## src/rtl/worker_result_arbiter.sv

```systemverilog
// Round-robin collector of per-worker results into a small FIFO feeding the
// dispatcher's worker-result valid/ready input.
module worker_result_arbiter #(
    parameter int         NUM_WORKERS         = 4,
    parameter int         WORKER_RESULT_WIDTH = 98,
    parameter int         FIFO_DEPTH          = 4,
    parameter int         FIFO_ADDR_WIDTH     = 2,
    parameter logic [2:0] DEST_OPTION_END     = 3'd7
) (
    input  logic                                       CLK,
    input  logic                                       RST_N,
    input  logic [NUM_WORKERS-1:0]                     RECEIVE_WR_VALID,
    input  logic [NUM_WORKERS*WORKER_RESULT_WIDTH-1:0] RECEIVE_WR_DATA,
    output logic [NUM_WORKERS-1:0]                     RECEIVE_WR_READY,
    output logic                                       SEND_WR_VALID,
    output logic [WORKER_RESULT_WIDTH-1:0]             SEND_WR_DATA,
    input  logic                                       SEND_WR_READY,
    output logic [FIFO_ADDR_WIDTH:0]                   FIFO_COUNT,
    output logic                                       END_SEEN,
    output logic                                       IDLE
);

    localparam int IDX_W = $clog2(NUM_WORKERS);
    localparam logic [FIFO_ADDR_WIDTH:0] DEPTH_CNT = (FIFO_ADDR_WIDTH+1)'(FIFO_DEPTH);

    logic [NUM_WORKERS-1:0][WORKER_RESULT_WIDTH-1:0] wr_data;
    logic [WORKER_RESULT_WIDTH-1:0] mem [FIFO_DEPTH];
    logic [FIFO_ADDR_WIDTH-1:0]     wr_ptr, rd_ptr;
    logic [FIFO_ADDR_WIDTH:0]       count;
    logic [IDX_W-1:0]               rr, grant, cand;
    logic                           grant_vld, push, pop, full;

    assign wr_data = RECEIVE_WR_DATA;

    // Search starts just after the last granted worker, so a worker that was
    // just served has the lowest priority next time.
    always_comb begin
        grant     = '0;
        grant_vld = 1'b0;
        cand      = '0;
        for (int k = 1; k <= NUM_WORKERS; k++) begin
            cand = IDX_W'((int'(rr) + k) % NUM_WORKERS);
            if (!grant_vld && RECEIVE_WR_VALID[cand]) begin
                grant     = cand;
                grant_vld = 1'b1;
            end
        end
    end

    // Full is taken from registered count, so a pop never frees a slot for
    // a push in the same cycle.
    assign full = (count == DEPTH_CNT);
    assign push = RST_N && grant_vld && !full;
    assign pop  = SEND_WR_VALID && SEND_WR_READY;

    always_comb begin
        RECEIVE_WR_READY = '0;
        if (push)
            RECEIVE_WR_READY[grant] = 1'b1;
    end

    assign SEND_WR_VALID = (count != '0);
    assign SEND_WR_DATA  = mem[rd_ptr];
    assign FIFO_COUNT    = count;
    assign IDLE          = (count == '0) && !(|RECEIVE_WR_VALID);

    always_ff @(posedge CLK) begin
        if (!RST_N) begin
            wr_ptr   <= '0;
            rd_ptr   <= '0;
            count    <= '0;
            rr       <= IDX_W'(NUM_WORKERS - 1);
            END_SEEN <= 1'b0;
            for (int i = 0; i < FIFO_DEPTH; i++)
                mem[i] <= '0;
        end else begin
            if (push) begin
                mem[wr_ptr] <= wr_data[grant];
                wr_ptr      <= wr_ptr + FIFO_ADDR_WIDTH'(1);
                rr          <= grant;
            end
            if (pop)
                rd_ptr <= rd_ptr + FIFO_ADDR_WIDTH'(1);
            case ({push, pop})
                2'b10:   count <= count + (FIFO_ADDR_WIDTH+1)'(1);
                2'b01:   count <= count - (FIFO_ADDR_WIDTH+1)'(1);
                default: count <= count;
            endcase
            END_SEEN <= push &&
                (wr_data[grant][WORKER_RESULT_WIDTH-1 -: 3] == DEST_OPTION_END);
        end
    end

endmodule
```

## config.mk

```make
export PLATFORM = sky130hd
export DESIGN_NAME = worker_result_arbiter
export DESIGN_NICKNAME = d
export VERILOG_FILES = /design/src/rtl/worker_result_arbiter.sv
export SDC_FILE = /design/constraint.sdc
export NUM_CORES = 1
export LEC_CHECK = 0
export ABC_AREA = 1
export CAP_MARGIN = 20
export CORE_MARGIN = 10
export CORE_UTILIZATION = 54
export DETAILED_ROUTE_END_ITERATION = 7
export HOLD_SLACK_MARGIN = 0.02
export PLACE_DENSITY = 0.86
export SLEW_MARGIN = 15
export SYNTH_ARGS = -nofsm -noshare
export SYNTH_HDL_FRONTEND = slang
export SYNTH_SLANG_ARGS = --single-unit
```

## constraint.sdc

```tcl
create_clock -name CLK -period 14.5 [get_ports CLK]
set_clock_uncertainty 0.1 [all_clocks]
set_input_delay 2.175 -clock CLK [delete_from_list [all_inputs] [get_ports CLK]]
set_output_delay 2.175 -clock CLK [all_outputs]
set_load 0.005 [all_outputs]
```

### Yosys cells after proc, flatten, opt, wreduce, memory -nomap -nowiden

Memory sizes are Yosys's and may differ from the RTL's. A register that Yosys moved wholly into a read port is not among the register bits.
Index checks and enable logic that the tools add are counted.
W data, S select, Z words.

| operators by class | value |
|---|---|
| reductions and logical operators | 19 |
| divide/modulo/power cells | 0 |
| eq/ne operators | 4 |
| magnitude comparators | 6 |
| bitwise operators | 0 |
| mux-type cells | 31 |
| $add $sub $neg | 8 |
| $mul | 0 |
| shifts and indexed selects | 0 |

Operator list:

| operator | number |
|---|---|
| $bmux W98 S2 | 1 |
| $mux W98 | 2 |
| $reduce_or A98 Y1 | 1 |
| $lt A2 B3 Y1 const B | 5 |
| $mux W1 | 14 |
| $mux W2 | 7 |
| $logic_and A1 B1 Y1 | 9 |
| $add A2 B1 Y2 const B | 4 |
| $bmux W1 S2 | 4 |
| $eq A3 B3 Y1 const B | 2 |
| $pmux W3 S2 | 1 |
| $logic_not A1 Y1 | 5 |
| $add A2 B2 Y2 const B | 2 |
| $mux W4 | 1 |
| $reduce_or A4 Y1 | 1 |
| $add A3 B1 Y3 const B | 1 |
| $logic_not A3 Y1 | 1 |
| $reduce_bool A3 Y1 | 1 |
| $sub A3 B1 Y3 const B | 1 |
| $demux W1 S2 | 1 |
| $eq A2 B1 Y1 const B | 1 |
| $eq A2 B2 Y1 const B | 1 |
| $ge A2 B1 Y1 const B | 1 |
| $reduce_bool A2 Y1 | 1 |

| storage, ports and cells | value |
|---|---|
| bits in latches | 0 |
| output and inout bits | 108 |
| register bits | 10 |
| input port bits | 399 |
| RAM bits | 392 |
| memories | 1 |
| memory bits (read-only) | 0 |

Memory list:

| name | depth | bits a word | rd ports | clocked after Yosys merged registers in | write ports | line | source |
|---|---|---|---|---|---|---|---|
| mem | 4 | 98 | 1 | 1 | 4 | 27 | `logic [WORKER_RESULT_WIDTH-1:0] mem [FIFO_DEPTH];` |

### Depth between registers and ports, before layout

| logic depth | value |
|---|---|
| depth in word-level cells | 20 |
| depth in mapped cells | 17 |

### Worst setup path before layout

Ideal clock, no wire load.

| timing | value |
|---|---|
| kind | input-to-reg |
| start point | input RECEIVE_WR_VALID[0] |
| end point | memory mem[3][0], enable pin |
| setup time | 587 ps |
| stages | 6 |
| data required time | 13813 ps |
| slack | 6292 ps |
| arrival | 7521 ps |
| cell sequence | inv_1 > nand4_1 > nand3_1 > inv_2 > nand2_1 > a21oi_1 |

RTL lines:

| item | line | source |
|---|---|---|
| start: declaration | 12 | `input logic [NUM_WORKERS-1:0] RECEIVE_WR_VALID,` |
| end: declaration | 27 |  |

### Worst setup path after layout

| timing | value |
|---|---|
| start point | input RECEIVE_WR_VALID[1] |
| end point | output RECEIVE_WR_READY[3] |

| on the way | value |
|---|---|
| cells in the longest elaborated chain, start to end | 17 |

Ends and longest elaborated chain:

| item | line | source |
|---|---|---|
| $bmux W1 S2 | 43 | `if (!grant_vld && RECEIVE_WR_VALID[cand]) begin` |
| $mux W1 (implied by the code) | 43 |  |
| $mux W1 | 43 |  |
| $logic_not A1 Y1 | 43 |  |
| $logic_and A1 B1 Y1 | 43 |  |
| $mux W1 | 43 |  |
| $logic_not A1 Y1 | 43 |  |
| $logic_and A1 B1 Y1 | 43 |  |
| $mux W1 | 43 |  |
| $logic_not A1 Y1 | 43 |  |
| $logic_and A1 B1 Y1 | 43 |  |
| $mux W2 | 43 |  |
| $lt A2 B3 Y1 (implied by the code) / $ge A2 B1 Y1 (equally long branches) | 59 | `RECEIVE_WR_READY[grant] = 1'b1;` |
| $logic_and A1 B1 Y1 (implied by the code) | 59 |  |
| $mux W1 (implied by the code) | 59 |  |
| $demux W1 S2 | 59 |  |
| $mux W4 * | 58 | `if (push)` |
| end: declaration | 14 | `output logic [NUM_WORKERS-1:0] RECEIVE_WR_READY,` |

Every way passes the cells marked *; elsewhere a longest branch is shown, timed or not. The select of a mux whose other input is x is not followed.

==> results.toml <==
[route]
via_per_inst = 5.83
detail_route.drc_violations = 0
number_of_search_and_repair_iterations_in_the_first_detailed_routing_pass = 6
final_antenna_net_count = 0
wl_per_cell_um = 21.6
route.vias.total = 19400
drt_iter0_drc = 2397
routed_wirelength_um = 71900

[grt]
grt_start_max_net_pins = 105
grt_first_pass_wirelength_um = 108000
vias_in_the_first_global_route = 19400
grt_total_usage_pct = 29.0
sum_of_overflow_across_all_layers_after_global_routing = 0
antenna_found_initial = 2

[synthesis]
synth_area_leaders = "sky130_fd_sc_hd__edfxtp_1, sky130_fd_sc_hd__nand2_1, sky130_fd_sc_hd__nor2_1"
dominant_combinational_cell_family_by_area_after_synthesis = "simple AND/OR/NAND/NOR gates"
syn_area_per_cell_um2 = 8.77
fraction_of_the_mapped_netlist_area_in_compound_gates_pct = 11.7
postSynthNetCount = 2787
yosys_top_cell_area_share_pct = 56.2
synth_mux_area_share_pct = 0
synthXorXnorAreaFrac_pct = 0
synth_simple_gate_area_share_pct = 23.6
synth_cell_types = 25
synth_top_flop_cell = "sky130_fd_sc_hd__edfxtp_1"
synthArstFlopShare_pct = 0
synthesis.area_um2 = 20900
yosys.area.top_type = "sky130_fd_sc_hd__edfxtp_1"
synth_cells = 2386
synth.cells.most_frequent = "sky130_fd_sc_hd__nand2_1, sky130_fd_sc_hd__nor2_1, sky130_fd_sc_hd__edfxtp_1, sky130_fd_sc_hd__nand3_1, sky130_fd_sc_hd__o21ai_0"
seq_area_frac_synth_pct = 57.4
post_synth_fa_ha_maj_area_fraction_pct = 0.155
synthesis_warnings = 0
number_of_enable_type_register_cells_in_the_synthesized_netlist = 392
ys_ff_latch = 404
post-synth-top-count-cell = "sky130_fd_sc_hd__nand2_1"

[sta]
max-slew-margin-rel_pct = 23.6
timing_hold_violations_final = 0
min_period_ps = 8860
grt_setup_unrepaired = "false"
max_clock_freq_mhz = 113
finalSetupTns_ps = 0
final.period_utilization_pct = 61.1
max_slew.worst_pin.slew_ps = 1150
final_max_tran_viols = 0
final_setup_violations = 0

[final_layout]
regArea_um2 = 12000
nNetsFinal = 3178
area_of_the_multi_input_gates_um2 = 7470
diodes = 0
post_route_cells_drive_above_1_share_pct = 3.81
syn2layout_area_growth_pct = 30.8
fill_cells = 2882
postLayoutCellArea_um2 = 27400

[setup_path]
timing.reg2reg.worst_path_depth = 14
worst-endpoint-arrival_ps = 6590
type_of_origin_of_the_critical_path = "input pin"
cp.required_ps = 12230
end_kind = "output port"
criticalPathCategory = "input pin to output port"
max_fanout_on_critical_path = 76

[floorplanning]
design.portCount = 507
fp.dieW_um = 217
start_util_pct = 54.4
placeableCoreArea_um2 = 38500
die_area_um2 = 47000
die_y_um = 217
placement_rows = 72

[min_path]
min_path_cells = 2
min_path_type = "flip-flop to flip-flop"

[cts]
cts_hold_buf = 0
postCtsResizedCells = 0
cts.path.max_buffers = 3
cts_max_level = 2
register_clock_pin_slew_on_the_reported_worst_setup_and_hold_paths_ps = 60
clk-insertion-delay-late_ps = 530
cts_buf_count = 42
ctsRootBufferMaster = "sky130_fd_sc_hd__clkbuf_16"
tritoncts = "yes"
cts.sink_count = 404
cts_setup_buffers = 0

[placed_design]
dp.final_hpwl_um = 46000
place.port_buffers = 506
place.gp.congestion = 0.877
dpl-instance-area_um2 = 26100

[power]
ir_drop_mv = 0.135
power_leakage_nw = 11.0
power_density_nw_per_um2 = 235

[run_status]
run_status = "complete, no violations"

[flow_run]
max_cap_viol_count = 0
placed cells by master, fill, tap and decap left out, types with 2 or more instances in the layout:
cell type                         count
sky130_fd_sc_hd__a21oi_1            160
sky130_fd_sc_hd__buf_4               21
sky130_fd_sc_hd__clkbuf_1            11
sky130_fd_sc_hd__clkbuf_16           45
sky130_fd_sc_hd__clkdlybuf4s50_1    506
sky130_fd_sc_hd__clkinv_1             7
sky130_fd_sc_hd__clkinv_2            14
sky130_fd_sc_hd__dfxtp_1             10
sky130_fd_sc_hd__dfxtp_4              2
sky130_fd_sc_hd__edfxtp_1           392
sky130_fd_sc_hd__inv_1              172
sky130_fd_sc_hd__inv_2                4
sky130_fd_sc_hd__inv_6                2
sky130_fd_sc_hd__nand2_1            431
sky130_fd_sc_hd__nand2_2              3
sky130_fd_sc_hd__nand2_4              5
sky130_fd_sc_hd__nand3_1            206
sky130_fd_sc_hd__nand3_2              3
sky130_fd_sc_hd__nand3b_1            50
sky130_fd_sc_hd__nand4_1             51
sky130_fd_sc_hd__nor2_1             402
sky130_fd_sc_hd__o21ai_0            203
sky130_fd_sc_hd__o22ai_1             98
cell families after synthesis:
| group | Yosys count |
|---|---|
| compound gates | 463 |
| fa+ha+maj | 2 |
| buf+inv | 363 |
| flops | 404 |
| simple gates | 1154 |
worst max-delay path, cell delays in order:
cell	delay, ps
sky130_fd_sc_hd__clkdlybuf4s50_1	500
sky130_fd_sc_hd__inv_1	80
sky130_fd_sc_hd__nand2_1	60
sky130_fd_sc_hd__nand2_1	50
sky130_fd_sc_hd__nand2_1	60
sky130_fd_sc_hd__nand2_1	100
sky130_fd_sc_hd__o21ai_1	210
sky130_fd_sc_hd__nand3_4	590
sky130_fd_sc_hd__nand2_4	910
sky130_fd_sc_hd__clkinv_2	470
sky130_fd_sc_hd__buf_4	460
sky130_fd_sc_hd__nor2_1	210
sky130_fd_sc_hd__clkdlybuf4s50_1	520
power breakdown:
group | switching, mW | internal, mW
clock network | 0.432 | 0.590
registers | 0.137 | 1.82
logic | 2.34 | 1.11
total | 2.91 | 3.52
sequential cells by signal, indices dropped and copies added (netlist names), named ones only:
| name | flops |
|---|---|
| mem | 392 |
| FIFO_COUNT | 3 |
| rd_ptr | 2 |
| rr | 2 |
| wr_ptr | 2 |
| END_SEEN | 1 |
stage by stage:
step | worst slack [ps] | utilization, % | instances | hold slack, ps | power [mW]
after floorplan | 6290 | - | 2386 | 336 | 4.06
after global placement | 5830 | 67.8 | 3251 | 340 | 5.22
after detailed placement | 5740 | 67.8 | 3251 | 356 | 5.35
after CTS | 5740 | 71.2 | 3328 | 366 | 6.38
after global routing | 5320 | 71.2 | 3328 | 385 | 6.80
final | 5640 | 71.2 | 3328 | 367 | 6.43
layout make-up:
cell class              count  share of cell area (%)
flip-flops and latches    404                    43.9
inverters                 183                    2.56
repair buffers            527                    19.1
clock buffers              57                    4.32
well taps                 518                    2.37
multi-input cells        1619                    27.3
clock inverters            20                   0.462
final timing paths:
kind | from | to | slack, ps
worst min register to register | rd_ptr[1]$_SDFFE_PN0P_ | flip-flop | 370
worst max-delay path | RECEIVE_WR_VALID[1] | RECEIVE_WR_READY[3] | 5640
worst max register to register | rr[0]$_SDFFE_PN1P_ | mem[1][65]$_SDFFCE_PN0P_ | 9350
worst min-delay path | rd_ptr[1]$_SDFFE_PN0P_ | flip-flop | 370
per-layer routing:
metal	global-route usage (%)	routed length, µm	up-vias
li1	-	-	8964
met4	11.2	2310	4
met2	50.5	36300	1162
met1	34.9	26100	9117
met3	5.59	7120	165
met5	0	26	-
(Power assumes the default switching activity.)
